### src/rtl/sdram_port_arb.sv
// sdram_port_arb: two-port request arbiter and in-order read-return router for one SDRAM user port.
// Latency: grant and controller command 1 cycle after request; read data 1 cycle after i_rd_valid.
// Backpressure: command held until i_ctrl_ready; reads (not writes) stall while the tag FIFO is full.
// Ports: i_a_* / i_b_*     requester inputs (req, we, addr, wdata)
//        o_a_* / o_b_*     grant pulse and routed read return (rvalid, rdata)
//        o_wr_* / o_rd_*   command to the controller, held until i_ctrl_ready
//        i_rd_valid/data   controller read return, in issue order; o_err_orphan sticky error
// Build option: define SDRAM_ARB_FIXED_PRIO_EN for fixed A-over-B priority instead of round-robin.
module sdram_port_arb #(
   parameter int AddrWidth      = 13,
   parameter int DataWidth      = 16,
   parameter int MaxOutstanding = 4
) (
   input  logic                 i_clk,
   input  logic                 i_rst_n,
   input  logic                 i_a_req,
   input  logic                 i_a_we,
   input  logic [AddrWidth-1:0] i_a_addr,
   input  logic [DataWidth-1:0] i_a_wdata,
   input  logic                 i_b_req,
   input  logic                 i_b_we,
   input  logic [AddrWidth-1:0] i_b_addr,
   input  logic [DataWidth-1:0] i_b_wdata,
   output logic                 o_a_gnt,
   output logic                 o_b_gnt,
   output logic                 o_a_rvalid,
   output logic                 o_b_rvalid,
   output logic [DataWidth-1:0] o_a_rdata,
   output logic [DataWidth-1:0] o_b_rdata,
   output logic                 o_wr_req,
   output logic [AddrWidth-1:0] o_wr_addr,
   output logic [DataWidth-1:0] o_wr_data,
   output logic                 o_rd_req,
   output logic [AddrWidth-1:0] o_rd_addr,
   input  logic                 i_ctrl_ready,
   input  logic                 i_rd_valid,
   input  logic [DataWidth-1:0] i_rd_data,
   output logic                 o_err_orphan
);

   localparam int PtrWidth = (MaxOutstanding > 1) ? $clog2(MaxOutstanding) : 1;
   localparam logic [PtrWidth:0]   CntOne  = 1;
   localparam logic [PtrWidth:0]   CntFull = (PtrWidth+1)'(MaxOutstanding);
   localparam logic [PtrWidth-1:0] PtrOne  = 1;

   typedef enum logic {IDLE, ISSUE} state_t;

   state_t                    state;
   // Tag FIFO: one bit per outstanding read, 0 = port A, 1 = port B.
   logic [MaxOutstanding-1:0] tag_mem;
   logic [PtrWidth-1:0]       wr_ptr;
   logic [PtrWidth-1:0]       rd_ptr;
   logic [PtrWidth:0]         count;
`ifndef SDRAM_ARB_FIXED_PRIO_EN
   logic                      last_b;
`endif

   logic tag_full;
   logic tag_empty;
   logic a_elig;
   logic b_elig;
   logic pick_b;
   logic do_grant;
   logic sel_we;
   logic do_push;
   logic do_pop;

   always_comb begin
      tag_full  = (count == CntFull);
      tag_empty = (count == '0);
      // A read needs a free tag slot; a write never does.
      a_elig    = i_a_req && (i_a_we || !tag_full);
      b_elig    = i_b_req && (i_b_we || !tag_full);
`ifdef SDRAM_ARB_FIXED_PRIO_EN
      pick_b    = b_elig && !a_elig;
`else
      pick_b    = b_elig && (!a_elig || !last_b);
`endif
      do_grant  = (state == IDLE) && (a_elig || b_elig);
      sel_we    = pick_b ? i_b_we : i_a_we;
      do_push   = do_grant && !sel_we;
      do_pop    = i_rd_valid && !tag_empty;
   end

   always_ff @(posedge i_clk) begin
      if (!i_rst_n) begin
         state        <= IDLE;
         o_a_gnt      <= 1'b0;
         o_b_gnt      <= 1'b0;
         o_a_rvalid   <= 1'b0;
         o_b_rvalid   <= 1'b0;
         o_a_rdata    <= '0;
         o_b_rdata    <= '0;
         o_wr_req     <= 1'b0;
         o_wr_addr    <= '0;
         o_wr_data    <= '0;
         o_rd_req     <= 1'b0;
         o_rd_addr    <= '0;
         o_err_orphan <= 1'b0;
         tag_mem      <= '0;
         wr_ptr       <= '0;
         rd_ptr       <= '0;
         count        <= '0;
`ifndef SDRAM_ARB_FIXED_PRIO_EN
         last_b       <= 1'b1;   // A wins the first contention after reset
`endif
      end else begin
         o_a_gnt    <= 1'b0;
         o_b_gnt    <= 1'b0;
         o_a_rvalid <= 1'b0;
         o_b_rvalid <= 1'b0;

         case (state)
            IDLE: begin
               if (do_grant) begin
                  o_a_gnt <= !pick_b;
                  o_b_gnt <= pick_b;
`ifndef SDRAM_ARB_FIXED_PRIO_EN
                  last_b  <= pick_b;
`endif
                  state   <= ISSUE;
                  if (sel_we) begin
                     o_wr_req  <= 1'b1;
                     o_wr_addr <= pick_b ? i_b_addr  : i_a_addr;
                     o_wr_data <= pick_b ? i_b_wdata : i_a_wdata;
                     o_rd_addr <= '0;
                  end else begin
                     o_rd_req  <= 1'b1;
                     o_rd_addr <= pick_b ? i_b_addr : i_a_addr;
                     o_wr_addr <= '0;
                     o_wr_data <= '0;
                  end
               end
            end
            ISSUE: begin
               if (i_ctrl_ready) begin
                  state     <= IDLE;
                  o_wr_req  <= 1'b0;
                  o_rd_req  <= 1'b0;
                  o_wr_addr <= '0;
                  o_wr_data <= '0;
                  o_rd_addr <= '0;
               end
            end
            default: state <= IDLE;
         endcase

         if (do_push) begin
            tag_mem[wr_ptr] <= pick_b;
            wr_ptr          <= wr_ptr + PtrOne;
         end

         if (do_pop) begin
            rd_ptr <= rd_ptr + PtrOne;
            if (tag_mem[rd_ptr]) begin
               o_b_rvalid <= 1'b1;
               o_b_rdata  <= i_rd_data;
            end else begin
               o_a_rvalid <= 1'b1;
               o_a_rdata  <= i_rd_data;
            end
         end else if (i_rd_valid) begin
            // Read data with nothing outstanding is dropped and flagged.
            o_err_orphan <= 1'b1;
         end

         // Simultaneous push and pop leave the occupancy unchanged.
         if (do_push && !do_pop) begin
            count <= count + CntOne;
         end else if (!do_push && do_pop) begin
            count <= count - CntOne;
         end
      end
   end

endmodule

### config.mk
export PLATFORM = sky130hd
export DESIGN_NAME = sdram_port_arb
export DESIGN_NICKNAME = d
export VERILOG_FILES = /design/src/rtl/sdram_port_arb.sv
export SDC_FILE = /design/constraint.sdc
export NUM_CORES = 1
export LEC_CHECK = 0
export BUFFER_PORTS_ARGS = -buffer_cell sky130_fd_sc_hd__buf_2
export CAP_MARGIN = 20
export CORE_ASPECT_RATIO = 1.4
export CORE_MARGIN = 3
export CORE_UTILIZATION = 52
export CTS_CLUSTER_DIAMETER = 80
export CTS_CLUSTER_SIZE = 16
export DETAILED_ROUTE_END_ITERATION = 10
export PLACE_DENSITY_LB_ADDON = 0.1
export SLEW_MARGIN = 25
export SYNTH_ARGS = -nofsm -noshare
export SYNTH_HDL_FRONTEND = slang
export SYNTH_SLANG_ARGS = --single-unit
export TNS_END_PERCENT = 10
### constraint.sdc
create_clock -name i_clk -period 4.1 [get_ports i_clk]
set_input_delay 0.615 -clock i_clk [delete_from_list [all_inputs] [get_ports i_clk]]
set_output_delay 0.615 -clock i_clk [all_outputs]
set_load 0.01 [all_outputs]
# [After elaboration in Yosys (flattened, before gate mapping)]
# Index checks and enable logic that the tools add are counted.
[word_totals] out_inout_bits=81 elab_cells=100 in_bits=82 reg_bits=94
[classes] mux=33 bitwise_logic=5 eq_ne=5 add_sub_neg=4 n_lt_le_gt_ge=3 reduce_logical=32
[op_table] op="two-way mux 13 bit" count=6
[op_table] op="two-way mux 16 bit" count=4
[op_table] op="one-hot mux 13 bit (2 select lines)" count=2
[op_table] op="one-hot mux 16 bit (2 select lines)" count=1
[op_table] op="two-way mux 1 bit" count=12
[op_table] op="AND reduction 2 bit" count=6
[op_table] op="logical AND 1 bit" count=9
[op_table] op="zero test 1 bit" count=8
[op_table] op="inequality test 2 bit (second input constant)" count=4
[op_table] op="< comparator 2 x 3 -> 1 bit (second input constant)" count=2
[op_table] op="two-way mux 3 bit" count=2
[op_table] op="one-hot mux 1 bit (2 select lines)" count=3
[op_table] op="AND reduction 3 bit" count=2
[op_table] op="inverter 1 bit" count=5
[op_table] op="adder 2 x 1 -> 2 bit (second input constant)" count=2
[op_table] op="bitwise mux 4 bit" count=1
[op_table] op="logical OR 1 bit" count=4
[op_table] op="adder 3 x 1 -> 3 bit (second input constant)" count=1
[op_table] op="equality test 3 bit (second input constant)" count=1
[op_table] op="zero test 3 bit" count=1
[op_table] op="OR reduction 3 bit" count=1
[op_table] op="subtractor 3 x 1 -> 3 bit (second input constant)" count=1
[op_table] op="binary-select mux 1 bit (select 2 bit)" count=1
[op_table] op="demux 1 bit (select 2 bit)" count=1
[op_table] op="other kinds (2)" count=2

# [Longest topological paths before layout]
[logic_depth] word_depth=14 depth_mapped=9 mapped_depth_nobuf=9

# [Worst setup path before layout]
# OpenSTA, ideal clock, no wires.
[synth_timing] kind="input to register" from="input i_b_req" to="register count[2]" setup_ps=71 cell_stages=9 setup_slack_ps=1789 t_arrival_ps=2240 n_path_buf=0 required_ps=4029 path_cell_list="nor2b_1 -> a32oi_1 -> nor3_1 -> ha_1 -> inv_1 -> fa_1 -> xor2_1 -> or3_1 -> a21oi_1"
[synth_between] elab_chain_len=8 elab_cells_between_ends=12 classes_between="mux (2); reduce/logical (10)"
[synth_lines] item="start, declared" line="20" rtl="input logic i_b_req,"
[synth_lines] item="logical AND 1 bit (*)" line="73" rtl="b_elig = i_b_req && (i_b_we || !tag_full);"
[synth_lines] item="logical AND 1 bit" line="77" rtl="pick_b = b_elig && (!a_elig || !last_b);"
[synth_lines] item="two-way mux 1 bit" line="80" rtl="sel_we = pick_b ? i_b_we : i_a_we;"
[synth_lines] item="zero test 1 bit" line="81" rtl="do_push = do_grant && !sel_we;"
[synth_lines] item="logical AND 1 bit (*)" line="81"
[synth_lines] item="net do_push" line="65" rtl="logic do_push;"
[synth_lines] item="zero test 1 bit" line="170" rtl="end else if (!do_push && do_pop) begin"
[synth_lines] item="logical AND 1 bit" line="170"
[synth_lines] item="nonzero test 2 bit (no line)"
[synth_lines] item="end signal, assigned" line="169" rtl="count <= count + CntOne;"
[synth_lines] item="end signal, assigned" line="171" rtl="count <= count - CntOne;"
[synth_lines] item="end, declared" line="53" rtl="logic [PtrWidth:0] count;"
# Mark *: on every way through the listed nets, which the timed path passes. The rest lies on a longest branch.
# A chain may end at the register's enable or synchronous reset.

# [Worst setup path in the final report]
[layout_timing] from="register count[0]" to="register o_wr_addr[0]"
[layout_between] elab_chain_len=11 elab_cells_between_ends=18 classes_between="eq/ne (2); mux (5); reduce/logical (11)"
[layout_lines] item="equality test 3 bit (*)" line="69" rtl="tag_full = (count == CntFull);"
[layout_lines] item="zero test 1 bit (*)" line="72, 73"
[layout_lines] item="logical OR 1 bit" line="72" rtl="a_elig = i_a_req && (i_a_we || !tag_full);"
[layout_lines] item="logical AND 1 bit" line="72"
[layout_lines] item="zero test 1 bit" line="77"
[layout_lines] item="logical OR 1 bit" line="77"
[layout_lines] item="logical AND 1 bit" line="77"
[layout_lines] item="two-way mux 13 bit or two-way mux 1 bit (tied branches)" line="124, 80"
[layout_lines] item="two-way mux 13 bit" line="122" rtl="if (sel_we) begin"
[layout_lines] item="two-way mux 13 bit" line="115" rtl="if (do_grant) begin"
[layout_lines] item="one-hot mux 13 bit (2 select lines)" line="113" rtl="case (state)"
[layout_lines] item="end signal, assigned" line="124" rtl="o_wr_addr <= pick_b ? i_b_addr : i_a_addr;"
[layout_lines] item="end, declared" line="31" rtl="output logic [AddrWidth-1:0] o_wr_addr,"
# Every way passes the cells marked *; elsewhere a longest branch is shown, timed or not. The select of a mux whose other input is x is not followed.

==> results.md <==
- Core ar.: 7500 sq um
- YS warnings: 0
- Antenna fix cells: 0
- Tot GR Track Use: 0.225
- Hold_buf cts: 0
- Die area: 9000 sq um
- Worst Tran Pin Value: 954 ps
- Final Cell Area: 5150 sq um
- Max Clock Freq: 0.406 GHz
- # rows: 37
- Starting density of the core: 0.547
- Synth-to-Final Area Change: 25.6%
- Port Buffers: 162
- Worst endpoint required time: 4410 ps
- Worst slack, placed: 1370 ps
- Max_cap viols: 0
- Max Root-Sink Buffers: 2
- Hold Path Stages: 1
- WS Path Type: reg -> reg
- Worst setup SP type: register
- Synth Net Count: 506
- Syn Inst Count: 418
- Slew Viols, Final: 0
- Area share of the largest cell type after synthesis: 0.459
- Ratio of final minimum period to clock period: 0.601
- Syn avg cell area: 9.81 sq um
- Initial drt markers: 131
- CTS Buf Count: 9
- Post-cts sizing count: 0
- Cell Area, Synth: 4100 sq um
- H-tree Lvls: 3
- RR Startpoint: count[0]
- Total grt overflow: 0
- Status: finished, final reports clean
- Postcts setup bufs: 0
- Chip height: 111 um
- Post-DP HPWL: 7.32 mm
- Reg2Reg Setup Slack: 1640 ps
- WHS Endpoint: o_rd_addr[4]
- Synth area leaders: dfxtp_1, mux2i_1, nand2_1, a22o_1, nor2_1
- HP Start: o_rd_addr[4]
- Count of final setup violators: 0
- CTS tree: built
- I/O pin count: 163
- EDFF count, synth: 0
- Placed Area: 4940 sq um
- Layout Nets: 655
- Die width: 81.0 um
- DRC viols: 0
- Fin Setup TNS: 0 ps
- Fillcell total: 659
- Synth Flop Type: dfxtp_1
- Post-synthesis sequential area ratio: 0.459
- Asr flop ratio synth: 0
- Seq cells post-synth: 94
- Clock-pin transition on the worst setup and hold timing paths: 80 ps
- Most used standard cell by instance count after synthesis: dfxtp_1
- Worst Setup SP: count[0]
- Layout cells sized above 1: 0.329
- Pre-antenna DRT Iters: 4
- Routability Congestion: 0.805
- CP arrival: 2780 ps
- VDD IR max: 0.220 mV
- First-pass GRT wire length: 16.1 mm
- Via Count: 3,566
- Commonest cells in the netlist: dfxtp_1, mux2i_1, nand2_1
- Clock Skew: 10.1 ps
- Setup WS post-layout: 1640 ps
- Reg2reg path depth: 5
- Max transition margin: 0.362
- Post-route ant nets: 0
- Largest net degree at the start of global routing: 47
- Type of destination of the critical path: register
- Routed Wire Length: 10.1 mm
- Leak: 2.69 nW
- Worst Path Max Fanout: 30
- Pwr per Cell Area: 455 nW/um^2
- CTS Root Cell: clkbuf_8
- RSZ-0062 raised after global routing: no
- Endpoints failing hold: 0
- Worst-Skew Late Latency: 360 ps
- Netlist cell types: 43
- Synth area leader: dfxtp_1
- Wirelength per Cell: 15.1 um
- Number of global-route vias before repair: 3,365
- Min Tclk post-route: 2460 ps
- Reg-to-Reg End: o_wr_addr[0]
- Tightest Hold Check Type: reg -> reg
- Clock Sinks: 94
- Initial antenna violation count: 0
- Routed vias/inst: 5.33
registers in the layout, indices dropped and copies added, names as in the netlist:
register and flops:
o_a_rdata 16, o_b_rdata 16, o_wr_data 16, o_rd_addr 13, o_wr_addr 13, tag_mem 4, count 3, rd_ptr 2
wr_ptr 2, last_b 1, o_a_gnt 1, o_a_rvalid 1, o_b_gnt 1, o_b_rvalid 1, o_err_orphan 1, o_rd_req 1
o_wr_req 1, state 1
layout by cell type, fill, tap and decap left out, drive strengths merged, types with 3 or more instances in the layout:
cell / count
nor2b: 3
xor2: 3
inv: 7
nor2: 41
mux2i: 81
clkbuf: 13
dfxtp: 94
a22o: 29
buf: 166
a21oi: 5
ha: 5
nor3: 4
o2bb2ai: 13
nand2: 68
o31ai: 3
nand4b: 5
cell type report:
type | count | area (sq um) | share of cell area
inverter | 7 | 26.3 | 0.00510
sequential | 94 | 1880 | 0.366
timing repair buffer | 166 | 841 | 0.163
multi-input combinational | 289 | 2080 | 0.403
clock buffer | 13 | 159 | 0.0309
tap | 97 | 121 | 0.0236
clock inverter | 3 | 42.5 | 0.00826
critical path, cell delays in order (launching register included):
cell and delay [ps]:
dfxtp_1 410, or4b_1 580, a221o_1 460, a21oi_4 360, buf_4 400, a22o_1 200
kinds of logic after synthesis:
group,count (synthesis),synth area share
AO/OA/AOI/OAI,61,0.124
XOR/XNOR,4,0.00855
adder cells (fa/ha/maj),6,0.0201
buffers and inverters,35,0.0391
flip-flops,94,0.459
multiplexers,82,0.203
AND/OR/NAND/NOR,136,0.146
worst max path at each step:
stage                    endpoint
floorplan                count[2]
global placement     o_wr_addr[6]
detailed placement   o_wr_data[9]
CTS                  o_wr_data[9]
global route        o_wr_data[13]
finish               o_wr_addr[0]
metal layers:
| metal | vias to the layer above | track usage | wire length, um |
|---|---|---|---|
| met5 | - | 0 | 0 |
| met4 | 0 | 0.0722 | 116 |
| met3 | 11 | 0.0699 | 756 |
| met2 | 117 | 0.385 | 5070 |
| met1 | 1662 | 0.263 | 4190 |
| li1 | 1776 | - | - |
where the power goes:
part / switching [W] / internal, W / total, W
Combinational: 0.000347 / 0.000287 / 0.000634
Sequential: 0.0000800 / 0.00101 / 0.00109
Clock: 0.000301 / 0.000315 / 0.000616
through the flow:
stage	power, W	utilization	hold WS [ps]	std cells
finish	0.00234	0.686	466	669
global route	0.00248	0.686	482	669
CTS	0.00236	0.686	468	669
detailed placement	0.00175	0.659	443	653
global placement	0.00172	0.659	439	653
floorplan	0.00154	-	435	418
Power figures use the tool's default switching activity.
